--- config.mk ---
export PLATFORM = sky130hd
export DESIGN_NAME = i2c_target_regs
export DESIGN_NICKNAME = d
export VERILOG_FILES = /design/src/rtl/i2c_target_regs.sv
export SDC_FILE = /design/constraint.sdc
export NUM_CORES = 1
export LEC_CHECK = 0
export CORE_ASPECT_RATIO = 1.4
export CORE_MARGIN = 2
export CORE_UTILIZATION = 58
export CTS_CLUSTER_DIAMETER = 200
export DETAILED_ROUTE_END_ITERATION = 16
export DONT_BUFFER_PORTS = 1
export PLACE_DENSITY = 0.76
export SKIP_CTS_REPAIR_TIMING = 1
export SLEW_MARGIN = 20
export SYNTH_ARGS = -nofsm -noshare
export SYNTH_HDL_FRONTEND = slang
export SYNTH_SLANG_ARGS = --single-unit
--- constraint.sdc ---
create_clock -name i_clk -period 2.41 [get_ports i_clk]
set_clock_uncertainty 0.2 [all_clocks]
set_input_delay 0.6025 -clock i_clk [delete_from_list [all_inputs] [get_ports i_clk]]
set_output_delay 0.6025 -clock i_clk [all_outputs]
set_load 0.02 [all_outputs]
--- src/rtl/i2c_target_regs.sv ---
// I2C target with an internal 8-bit register file: pointer write, burst write,
// and auto-incrementing reads. Raw SCL/SDA are oversampled on i_clk; SDA is driven open-drain.
module i2c_target_regs #(
  parameter logic [6:0] DEVICE_ADDR = 7'h11,
  parameter int         NUM_REGS    = 16
) (
  input  logic       i_clk,
  input  logic       i_rst_n,
  input  logic       i_scl,
  input  logic       i_sda,
  output logic       o_sda_oe,
  output logic       o_busy,
  output logic       o_wr_strobe,
  output logic [7:0] o_wr_addr,
  output logic [7:0] o_wr_data
);

  localparam int IW = (NUM_REGS > 1) ? $clog2(NUM_REGS) : 1;

  typedef enum logic [3:0] {
    S_IDLE, S_ADDR, S_ADDR_ACK, S_PTR, S_PTR_ACK,
    S_WDATA, S_WDATA_ACK, S_RDATA, S_RDATA_ACK, S_IGNORE
  } state_e;

  logic [2:0] scl_q, sda_q;  // [0],[1] synchronizer, [2] edge-detect history
  state_e     state_q, state_d;
  logic [2:0] cnt_q, cnt_d;
  logic [7:0] shift_q, shift_d;
  logic [7:0] ptr_q, ptr_d;
  logic       ptr_loaded_q, ptr_loaded_d;
  logic       rw_q, rw_d;
  logic       ack_drv_q, ack_drv_d;
  logic       oe_q, oe_d;
  logic       busy_q, busy_d;
  logic       strobe_q, strobe_d;
  logic [7:0] wr_addr_q, wr_addr_d;
  logic [7:0] wr_data_q, wr_data_d;
  logic [7:0] regs_q [NUM_REGS];
  logic [7:0] regs_d [NUM_REGS];

  logic       scl_rise, scl_fall, start_evt, stop_evt;
  logic       in_range;
  logic [7:0] byte_in, rd_byte;

  // Bus idles high, so the synchronizers reset to 1 to avoid a phantom edge.
  // NOTE: sequential state uses non-blocking assignments so every flop samples pre-edge values.
  always_ff @(posedge i_clk or negedge i_rst_n) begin
    if (!i_rst_n) begin
      scl_q <= 3'b111;
      sda_q <= 3'b111;
    end else begin
      scl_q <= {scl_q[1:0], i_scl};
      sda_q <= {sda_q[1:0], i_sda};
    end
  end

  assign scl_rise  =  scl_q[1] & ~scl_q[2];
  assign scl_fall  = ~scl_q[1] &  scl_q[2];
  assign start_evt =  scl_q[1] &  scl_q[2] & ~sda_q[1] &  sda_q[2];
  assign stop_evt  =  scl_q[1] &  scl_q[2] &  sda_q[1] & ~sda_q[2];

  assign byte_in  = {shift_q[6:0], sda_q[1]};
  assign in_range = ({1'b0, ptr_q} < 9'(NUM_REGS));
  assign rd_byte  = in_range ? regs_q[ptr_q[IW-1:0]] : 8'hFF;

  // NOTE: every variable gets a default before the case so no latch is inferred.
  always_comb begin
    state_d      = state_q;
    cnt_d        = cnt_q;
    shift_d      = shift_q;
    ptr_d        = ptr_q;
    ptr_loaded_d = ptr_loaded_q;
    rw_d         = rw_q;
    ack_drv_d    = ack_drv_q;
    oe_d         = oe_q;
    busy_d       = busy_q;
    strobe_d     = 1'b0;
    wr_addr_d    = wr_addr_q;
    wr_data_d    = wr_data_q;
    regs_d       = regs_q;

    if (start_evt || stop_evt) begin
      state_d      = start_evt ? S_ADDR : S_IDLE;
      cnt_d        = 3'd0;
      oe_d         = 1'b0;
      busy_d       = 1'b0;
      ptr_loaded_d = 1'b0;
      ack_drv_d    = 1'b0;
    end else begin
      case (state_q)
        S_ADDR, S_PTR, S_WDATA: begin
          if (scl_rise) begin
            shift_d = byte_in;
            cnt_d   = cnt_q + 3'd1;
            if (cnt_q == 3'd7) begin
              ack_drv_d = 1'b0;
              if (state_q == S_ADDR) begin
                if (byte_in[7:1] == DEVICE_ADDR) begin
                  rw_d    = byte_in[0];
                  busy_d  = 1'b1;
                  state_d = S_ADDR_ACK;
                end else begin
                  state_d = S_IGNORE;
                end
              end else if (state_q == S_PTR) begin
                ptr_d        = byte_in;
                ptr_loaded_d = 1'b1;
                state_d      = S_PTR_ACK;
              end else begin
                if (in_range) begin
                  regs_d[ptr_q[IW-1:0]] = byte_in;
                  strobe_d  = 1'b1;
                  wr_addr_d = ptr_q;
                  wr_data_d = byte_in;
                end
                ptr_d   = ptr_q + 8'd1;
                state_d = S_WDATA_ACK;
              end
            end
          end
        end
        // First fall after the byte starts the ACK, the second ends it.
        S_ADDR_ACK, S_PTR_ACK, S_WDATA_ACK: begin
          if (scl_fall) begin
            if (!ack_drv_q) begin
              oe_d      = 1'b1;
              ack_drv_d = 1'b1;
            end else begin
              ack_drv_d = 1'b0;
              cnt_d     = 3'd0;
              if (rw_q) begin
                shift_d = rd_byte;
                oe_d    = ~rd_byte[7];
                state_d = S_RDATA;
              end else begin
                oe_d    = 1'b0;
                state_d = ptr_loaded_q ? S_WDATA : S_PTR;
              end
            end
          end
        end
        S_RDATA: begin
          if (scl_fall) begin
            cnt_d = cnt_q + 3'd1;
            if (cnt_q == 3'd7) begin
              oe_d      = 1'b0;
              ack_drv_d = 1'b0;
              state_d   = S_RDATA_ACK;
            end else begin
              shift_d = {shift_q[6:0], 1'b0};
              oe_d    = ~shift_q[6];
            end
          end
        end
        // ack_drv_q doubles as "master ACKed, reload on the next fall".
        S_RDATA_ACK: begin
          if (scl_rise) begin
            if (sda_q[1]) begin
              state_d = S_IGNORE;
            end else begin
              ptr_d     = ptr_q + 8'd1;
              ack_drv_d = 1'b1;
            end
          end else if (scl_fall && ack_drv_q) begin
            ack_drv_d = 1'b0;
            cnt_d     = 3'd0;
            shift_d   = rd_byte;
            oe_d      = ~rd_byte[7];
            state_d   = S_RDATA;
          end
        end
        default: ;
      endcase
    end
  end

  always_ff @(posedge i_clk or negedge i_rst_n) begin
    if (!i_rst_n) begin
      state_q      <= S_IDLE;
      cnt_q        <= 3'd0;
      shift_q      <= 8'd0;
      ptr_q        <= 8'd0;
      ptr_loaded_q <= 1'b0;
      rw_q         <= 1'b0;
      ack_drv_q    <= 1'b0;
      oe_q         <= 1'b0;
      busy_q       <= 1'b0;
      strobe_q     <= 1'b0;
      wr_addr_q    <= 8'd0;
      wr_data_q    <= 8'd0;
    end else begin
      state_q      <= state_d;
      cnt_q        <= cnt_d;
      shift_q      <= shift_d;
      ptr_q        <= ptr_d;
      ptr_loaded_q <= ptr_loaded_d;
      rw_q         <= rw_d;
      ack_drv_q    <= ack_drv_d;
      oe_q         <= oe_d;
      busy_q       <= busy_d;
      strobe_q     <= strobe_d;
      wr_addr_q    <= wr_addr_d;
      wr_data_q    <= wr_data_d;
    end
  end

  // NOTE: the register file is reset because software expects all-zero contents after reset.
  always_ff @(posedge i_clk or negedge i_rst_n) begin
    if (!i_rst_n) begin
      for (int i = 0; i < NUM_REGS; i++) regs_q[i] <= 8'd0;
    end else begin
      regs_q <= regs_d;
    end
  end

  assign o_sda_oe    = oe_q;
  assign o_busy      = busy_q;
  assign o_wr_strobe = strobe_q;
  assign o_wr_addr   = wr_addr_q;
  assign o_wr_data   = wr_data_q;

endmodule
==> results of run 1 <==
-- worst min-delay path by stage --
| stage | endpoint | slack, ns | depth (start not counted) |
|---|---|---|---|
| floorplan | ack_drv_q | 0.11 | 0 |
| global placement | state_q[3] | 0.11 | 0 |
| detailed placement | state_q[1] | 0.11 | 0 |
| CTS | state_q[1] | -0.35 | 0 |
| global route | state_q[1] | -0.36 | 0 |
| finish | regs_q[124] | -0.34 | 0 |
-- cells in the mapped netlist (2+ instances only) --
master and instances:
buf_4 2, a31oi_1 11, nand3_1 11, nor2b_1 8, mux2_4 39, a21oi_1 14
or2_2 2, o31ai_1 2, nand2b_1 4, nor3_1 8, o2bb2ai_1 8, mux2_2 110
buf_6 2, mux2i_1 12, dfstp_2 6, and4b_1 2, a22oi_1 2, buf_2 14
nor4_1 2, o21ai_0 10, and2b_1 2, nand2_1 36, o22a_1 5, nand2_8 4
and2_1 2, and3_1 8, nand2_2 11, o22ai_1 4, clkbuf_1 29, a311oi_1 2
dfrtp_1 172, mux4_2 31, inv_1 7, o21ai_1 2, ha_1 6, nor2_1 20
o211ai_1 2
-- worst max-delay path: stages (launching register included) --
cell and delay, ns:
dfstp_2 0.53, nor2b_4 0.13, buf_6 0.12, and3_4 0.19, and4b_2 0.31, nor3b_4 0.21
buf_6 0.18, nand2_4 0.11, mux2_2 0.32
-- layout make-up --
cell class | count | area (um2) | area share
repair buffers | 66 | 556.8 | 0.05566
flip-flops and latches | 178 | 4463 | 0.4462
inverters | 8 | 30.03 | 0.003002
well taps | 192 | 240.2 | 0.02402
clock buffers | 21 | 460.4 | 0.04603
multi-input cells | 403 | 4125 | 0.4124
clock inverters | 11 | 127.6 | 0.01276
-- where the power goes --
group | total (mW) | switching [mW] | internal (mW)
Clock | 2.74 | 1.15 | 1.59
Combinational | 2.38 | 1.37 | 1.00
Sequential | 3.25 | 0.131 | 3.12
-- metal layers --
layer	track usage	vias up	wire length [um]	part of all wire
met5	0	-	0	0
met2	0.4557	126	10600	0.53
met4	0.1231	0	774	0.039
met3	0.04762	57	601	0.030
met1	0.3276	2926	8019	0.40
li1	-	2398	-	-
-- cell families (layout without fill, tap and decap cells) --
group                    count (synthesis)  in the layout  synth area share
AO/OA/AOI/OAI                           73             73           0.05728
buffers and inverters                   56            106           0.03000
XOR/XNOR                                 1              1          0.001005
adder cells (fa/ha/maj)                  6              6          0.008613
multiplexers                           193            193            0.3045
flip-flops                             178            178            0.5119
AND/OR/NAND/NOR                        130            130           0.08671
-- stage by stage --
step	setup TNS, ns	total power, mW	hold slack [ns]	util
2_1_floorplan	0	4.710	0.1069	-
3_3_place_gp	-6.941	5.484	0.1113	0.6208
3_5_place_dp	-8.204	5.563	0.1116	0.6208
4_1_cts	-11.34	8.296	-0.3514	0.6604
5_1_grt	-7.447	8.737	-0.3625	0.6734
6_report	-0.3530	8.367	-0.3367	0.6734
-- state kept, by name (all words and copies together) (netlist names) --
name / count
o_wr_strobe: 1
regs_q: 128
o_wr_data: 8
o_sda_oe: 1
ack_drv_q: 1
ptr_q: 8
ptr_loaded_q: 1
o_wr_addr: 8
rw_q: 1
sda_q: 3
cnt_q: 3
o_busy: 1
shift_q: 7
state_q: 4
scl_q: 3
==> results.toml, run 1 <==
[final_layout]
layout_common_cells = "171 x dfrtp_1, 109 x mux2_2, 57 x buf_4, 41 x mux2_4, 36 x nand2_1"
final_nets = 684
final_area_um2 = 10000
final_common_cell = "dfrtp_1"
area_delta_synth_final_pct = 14.77
drive_gt1_frac = 0.4614
diodes = 0
layout.cells.non_filler = 879
nFillCells = 1056

[detailed_routing]
viasPerCell = 6.265
final_antenna_net_count = 0
wl_per_cell_um = 22.75
vias = 5507
drt-initial-drc-count = 381
wirelength_um = 20000
drtPass1Iterations = 5
remaining_drc_errors = 0

[floorplan]
ios = 23
core_um2 = 14850
die_h_um = 149.0
die_area_um2 = 16040
initial_core_util = 0.5868
rows = 53
die_width_um = 107.6

[clock_network]
cts-root-buf = "clkbuf_16"
cts_max_level = 4
clkTransAtPathRegs_ns = 0.07
cts.sinks = 178
clk_latency_ns = 0.43
clock_path_buffers = 2
cts-buffers-inserted = 17
cts_tree = "built"

[timing]
max_slew_margin = 0.5865
hold_violations = 178
min_period_over_period = 1.010
fmax_ghz = 0.4108
rsz0062_at_grt = "true"
report.final.slew_viol_count = 0
fin_crit_ns = 2.435
postLayoutSetupSlackWorst_ns = -0.02457
finalSetupViolations = 34
tightest_slew_ns = 0.6202
holdWs_ns = -0.3367

[logic_synthesis]
netlist.area_leader.share = 0.4938
synth_enable_flop_cells = 0
yosys.area.top_type = "dfrtp_1"
ys_seq_area_frac = 0.5119
synth_area_leaders = "dfrtp_1 49%, mux2_2 14%, mux4_2 8.0%, mux2_4 6.7%, dfstp_2 1.8%"
synth_area_per_cell_um2 = 13.68
synth.distinct_cells = 62
syn_nets = 647
synth-seq-cells = 178
synthArstFlopShare = 1.000
synthFlopType = "dfrtp_1"
ys.warnings.count = 0
syn_area_um2 = 8716
synthCells = 637

[critical_path]
end_kind = "register"
crit_path_start_kind = "register"
r2r_end = "regs_q[52]"
worstPathRequired_ns = 2.52
crit_path_end = "regs_q[52]"
crit_fanout = 8
reg2reg_slack_ns = -0.02
r2r-start = "scl_q[1]"
rr_worst_depth = 8
critPathKind = "reg -> reg"
arrival_ns = 2.54
crit_start = "scl_q[1]"

[grt]
overflow = 0
grt_pass1_vias = 5839
grt_util_all_layers = 0.2665
antenna_found_initial = 0
grt_pass1_wl_um = 32000
grt_start_max_net_pins = 179

[placed_design]
place_inst = 842
portBuffers = 0
hpwl_um = 13360
place_ws_ns = -0.1472
placed_area_um2 = 9221
gp_congestion = 0.9147

[run]
drv_cap = 0

[hold_path]
hp-class = "in -> async"

[run_status]
status = "complete, but fails checks"
violations = "negative hold slack, negative setup slack"

[power]
p_per_area_nw_per_um2 = 836.4
leakagePower_nw = 4.899
vdd_ir_drop_max_uv = 448.1
Power figures use the tool's default switching activity.
==> run 2: changes to the inputs <==
--- a/config.mk
+++ b/config.mk
@@ -8,7 +8,7 @@
 export CORE_ASPECT_RATIO = 1.4
 export CORE_MARGIN = 2
 export CORE_UTILIZATION = 58
-export CTS_CLUSTER_DIAMETER = 200
+export CTS_CLUSTER_DIAMETER = 40
 export DETAILED_ROUTE_END_ITERATION = 16
 export DONT_BUFFER_PORTS = 1
 export PLACE_DENSITY = 0.76
==> results of run 2 <==
No change in the layout: final DEF, timing and power equal those of run 1.
==> RTL change 1, RTL diff (settings of run 1) <==
The parameter `NUM_REGS` goes from 16 to 32.
--- a/src/rtl/i2c_target_regs.sv
+++ b/src/rtl/i2c_target_regs.sv
@@ -4,3 +4,3 @@
   parameter logic [6:0] DEVICE_ADDR = 7'h11,
-  parameter int         NUM_REGS    = 16
+  parameter int         NUM_REGS    = 32
 ) (
Check against the original RTL: same outputs for any inputs over 4 cycles, from zero or initial values and one cycle with i_rst_n low; that may be too few to reach the edited logic, so the function may still have changed.
==> RTL change 1 against run 1 <==
- the run still ends with hold timing, setup timing left
- synthesized area grew 75%
- worst setup slack worse by 62 ps
- non-clock buffer count increased by 76
- clock power increased by 78%
- critical path type unchanged
- routed wire length rose by 88%
- sequential cell count is 128 higher
- cell area grew 80%
- largest power group unchanged
- power grew 65%
==> RTL change 1: results (changes against run 1) <==
Clock network
  • Max Buffers Root-to-Sink: 3 (was 2)
  • Clk_lat worst skew: 570 ps (was 430 ps)

Global routing
  • Pin count of the biggest net entering global routing: 307 (was 179)
  • Total track usage: 27.2% (was 26.6%)

Timing
  • # setup viols final: 6 (was 34)
  • Final setup TNS: -263 ps (was -353 ps)
  • Final Hold Vio Count: 300 (was 178)
  • Slew margin rel.: 24.1% (was 58.7%)
  • Final worst setup slack: -86.1 ps (was -24.6 ps)
  • Hold Worst Slack: -473 ps (was -337 ps)

Yosys
  • Syn avg cell area: 14.2 sq um (was 13.7 sq um)
  • Post-synth net total: 1085 (was 647)
  • Synth Area in XOR/XNOR: 0.0574% (was 0.100%)
  • Compound-Gate Fraction of Synth Area: 5.15% (was 5.73%)

Route
  • Wire per inst: 24.8 um (was 22.7 um)
  • WL final: 37600 um (was 20000 um)
  • Initial drt markers: 774 (was 381)

Placed design
  • Dpl ws: -327 ps (was -147 ps)
  • DP HPWL: 23700 um (was 13400 um)
  • Post-placement cell area: 16400 sq um (was 9220 sq um)
  • Cells after DPL: 1430 (was 842)

Cells and area
  • Data buffer area share: 8.54% (was 5.57%)
  • Fillers: 1685 (was 1056)
  • Final clock-cell share: 5.77% (was 5.88%)
  • Multi-input logic area: 7350 sq um (was 4130 sq um)
  • Max reg flops: 256 (was 128)
  • FFs & Latches: 306 (was 178)
  • Post-layout nets: 1179 (was 684)
  • Clkbuf count: 45 (was 21)

Status
  • Failing checks: hold timing, setup timing (unchanged)
  • Status: finished with violations (unchanged)

Power
  • Logic gate share of total power: 25.6% (was 28.4%)
  • Leakage: 8.79 nW (was 4.90 nW)

Critical path
  • Worst EP arrival: 2790 ps (was 2540 ps)
  • Worst-path maximum fanout: 6 (was 8)
## RTL change 1: cell count changes after synthesis, moves of 12 or more
cell | run 1 | this run
dfrtp_1 | 172 | 300
mux2_4 | 39 | 128
mux2_2 | 110 | 155
mux2i_1 | 12 | 36
a22oi_1 | 2 | 21
nor2_1 | 20 | 39
nand4_1 | 0 | 17
nand2_1 | 36 | 51
clkbuf_1 | 29 | 43
a21oi_1 | 14 | 27
nand2_8 | 4 | 16
## RTL change 1: per-layer routing
metal  GRT usage (%)  wire length [um]  vias up
met4            10.8              1540        0
met1            35.9             15400     5023
met2            46.3             19100      243
met5               0                 0        -
met3            3.15              1510       99
li1                -                 -     4141
## RTL change 1: cells by family after synthesis
logic type               count (synthesis)
AO/OA/AOI/OAI                          117
XOR/XNOR                                 1
adder cells (fa/ha/maj)                  7
buffers and inverters                   89
flip-flops                             306
multiplexers                           360
AND/OR/NAND/NOR                        195
==> RTL change 2, RTL diff (flow settings as in run 1) <==
Made on the original files. Register the output `o_wr_data` once more, cleared by the reset; this adds one clock of latency there. The other outputs are not delayed to match.
--- a/src/rtl/i2c_target_regs.sv
+++ b/src/rtl/i2c_target_regs.sv
@@ -219,3 +219,9 @@
   assign o_wr_addr   = wr_addr_q;
-  assign o_wr_data   = wr_data_q;
+  always_ff @(posedge i_clk or negedge i_rst_n) begin
+    if (!i_rst_n) begin
+      o_wr_data <= '0;
+    end else begin
+      o_wr_data <= wr_data_q;
+    end
+  end
 
Behaviour: no difference found for any inputs over 4 cycles, from zero or initial values and one cycle with i_rst_n low; that may be too few to reach the edited logic, so the function may still have changed.
==> RTL change 2 against run 1 <==
- worst setup slack got worse by 13 ps
- highest routed layer unchanged
- the run still ends with hold timing, setup timing left
- routed wire length increased by 5.2%
- cell area increased by 0.61%
- power increased by 4.5%
- sequential cell count increased by 8
- synthesized area increased by 0.85%
- count of clock-buffer cells in the layout decreased by 4
- synthesized cell count increased by 4.1%
==> RTL change 2: results (changes against run 1) <==
Status
  • Status: finished with violations (unchanged)
  • Failing checks: hold timing, setup timing (unchanged)

Yosys
  • Multiplexer share of the synthesized area: 27.3% (was 30.4%)
  • Compound-Gate Fraction of Synth Area: 6.41% (was 5.73%)
  • Synth Area in Adders: 1.08% (was 0.861%)
  • Syn avg cell area: 13.3 sq um (was 13.7 sq um)
  • Synth Area in XOR/XNOR: 0.0996% (was 0.100%)
  • Post-synth net total: 673 (was 647)
  • Async SR Flop Fraction: 100% (unchanged)
  • Main area contributors after synthesis: dfrtp_1 51%, mux2_2 13%, mux4_2 7.9%, mux2_1 4.1%, mux2i_1 2.6% (was dfrtp_1 49%, mux2_2 14%, mux4_2 8.0%, mux2_4 6.7%, dfstp_2 1.8%)
  • Synth top cells by count: 180 x dfrtp_1, 99 x mux2_2, 57 x nand2_1 (was 172 x dfrtp_1, 110 x mux2_2, 39 x mux2_4)
  • Seq/Total Area, Yosys: 53.0% (was 51.2%)
  • Distinct cells, synth: 71 (was 62)

Timing
  • Slew margin rel.: 62.5% (was 58.7%)
  • # setup viols final: 25 (was 34)
  • Final setup TNS: -510 ps (was -353 ps)
  • Final worst setup slack: -37.4 ps (was -24.6 ps)
  • Hold Worst Slack: -345 ps (was -337 ps)
  • Final Hold Vio Count: 186 (was 178)

Critical path
  • Reg-to-reg endpoint: regs_q[23]$_DFFE_PN0P_ (was regs_q[52]$_DFFE_PN0P_)
  • Reg-to-Reg Start: cnt_q[0]$_DFFE_PN0P_ (was scl_q[1]$_DFF_PN1_)
  • Crit-path max cell delay: 400 ps (was 530 ps)
  • Crit end category: flop (unchanged)
  • Critical-path top delay cell: dfrtp_1 (was dfstp_2)
  • Worst reg2reg path depth: 9 (was 8)
  • Worst EP arrival: 2570 ps (was 2540 ps)
  • Worst-path maximum fanout: 8 (unchanged)

Route
  • Initial drt markers: 352 (was 381)
  • DR pass1 iterations: 7 (was 5)
  • Via count: 5762 (was 5507)
  • Wire per inst: 23.4 um (was 22.7 um)

Placed design
  • PortBufs: 0 (unchanged)
  • DP HPWL: 13800 um (was 13400 um)
  • Post-placement cell area: 9260 sq um (was 9220 sq um)
  • Routability Congestion: 0.896 (was 0.915)
  • Cells after DPL: 859 (was 842)
  • Dpl ws: -65.0 ps (was -147 ps)

Cells and area
  • Fillers: 1045 (was 1056)
  • Final std cells w/o fill: 900 (was 879)
  • Post-layout nets: 705 (was 684)
  • Layout cells sized above 1: 38.8% (was 46.1%)

Global routing
  • Vias in the first global route: 6106 (was 5839)
  • First-pass GRT wire length: 32600 um (was 32000 um)
  • Total track usage: 27.2% (was 26.6%)
  • Initial antenna violation count: 0 (unchanged)
  • Pin count of the biggest net entering global routing: 187 (was 179)

Power
  • Maximum vdd drop: 0.000468 V (was 0.000448 V)
  • Switch share: 34.5% (was 31.7%)
  • Leakage: 4.88 nW (was 4.90 nW)

Clock network
  • Clk_lat worst skew: 450 ps (was 430 ps)
## RTL change 2: cell count changes after synthesis, moves of 7 or more
cell       change
nand4_1        +8
a31oi_1        -7
mux2i_1       +11
mux2_4        -39
mux2_2        -11
o2bb2ai_1      -8
nand2_1       +21
dfrtp_1        +8
a21oi_1        -8
mux2_1        +31
## RTL change 2: area by class of cell
type	count	area (sq um)	area share (%)
repair buffers	58	515	5.12
clock inverters	15	155	1.54
well taps	192	240	2.39
inverters	11	41.3	0.410
multi-input cells	421	4020	39.9
flip-flops and latches	186	4670	46.4
clock buffers	17	425	4.23
## RTL change 2: power by group through the flow
stage / clock network, mW / logic [mW] / registers, mW
after global placement: 0 / 2.11 / 3.50
after CTS: 2.81 / 2.18 / 3.44
after floorplan: 0 / 1.43 / 3.42
after global routing: 2.95 / 2.68 / 3.46
final: 2.77 / 2.52 / 3.45
after detailed placement: 0 / 2.16 / 3.49
## RTL change 2: routing by layer
| metal | track usage, % | vias to the layer above | wire [um] |
|---|---|---|---|
| met3 | 5.97 | 78 | 803 |
| met5 | 0 | - | 0 |
| met2 | 46.7 | 190 | 11000 |
| met4 | 14.6 | 0 | 1130 |
| li1 | - | 2492 | - |
| met1 | 31.6 | 3002 | 8100 |
## RTL change 2: worst reg2reg max path, delay by kind of cell (launching register included)
kind | cells | cell delay [ps]
adder cells (fa/ha/maj) | 2 | 350
buffers and inverters | 2 | 230
flip-flops | 1 | 400
multiplexers | 1 | 390
AND/OR/NAND/NOR | 4 | 760
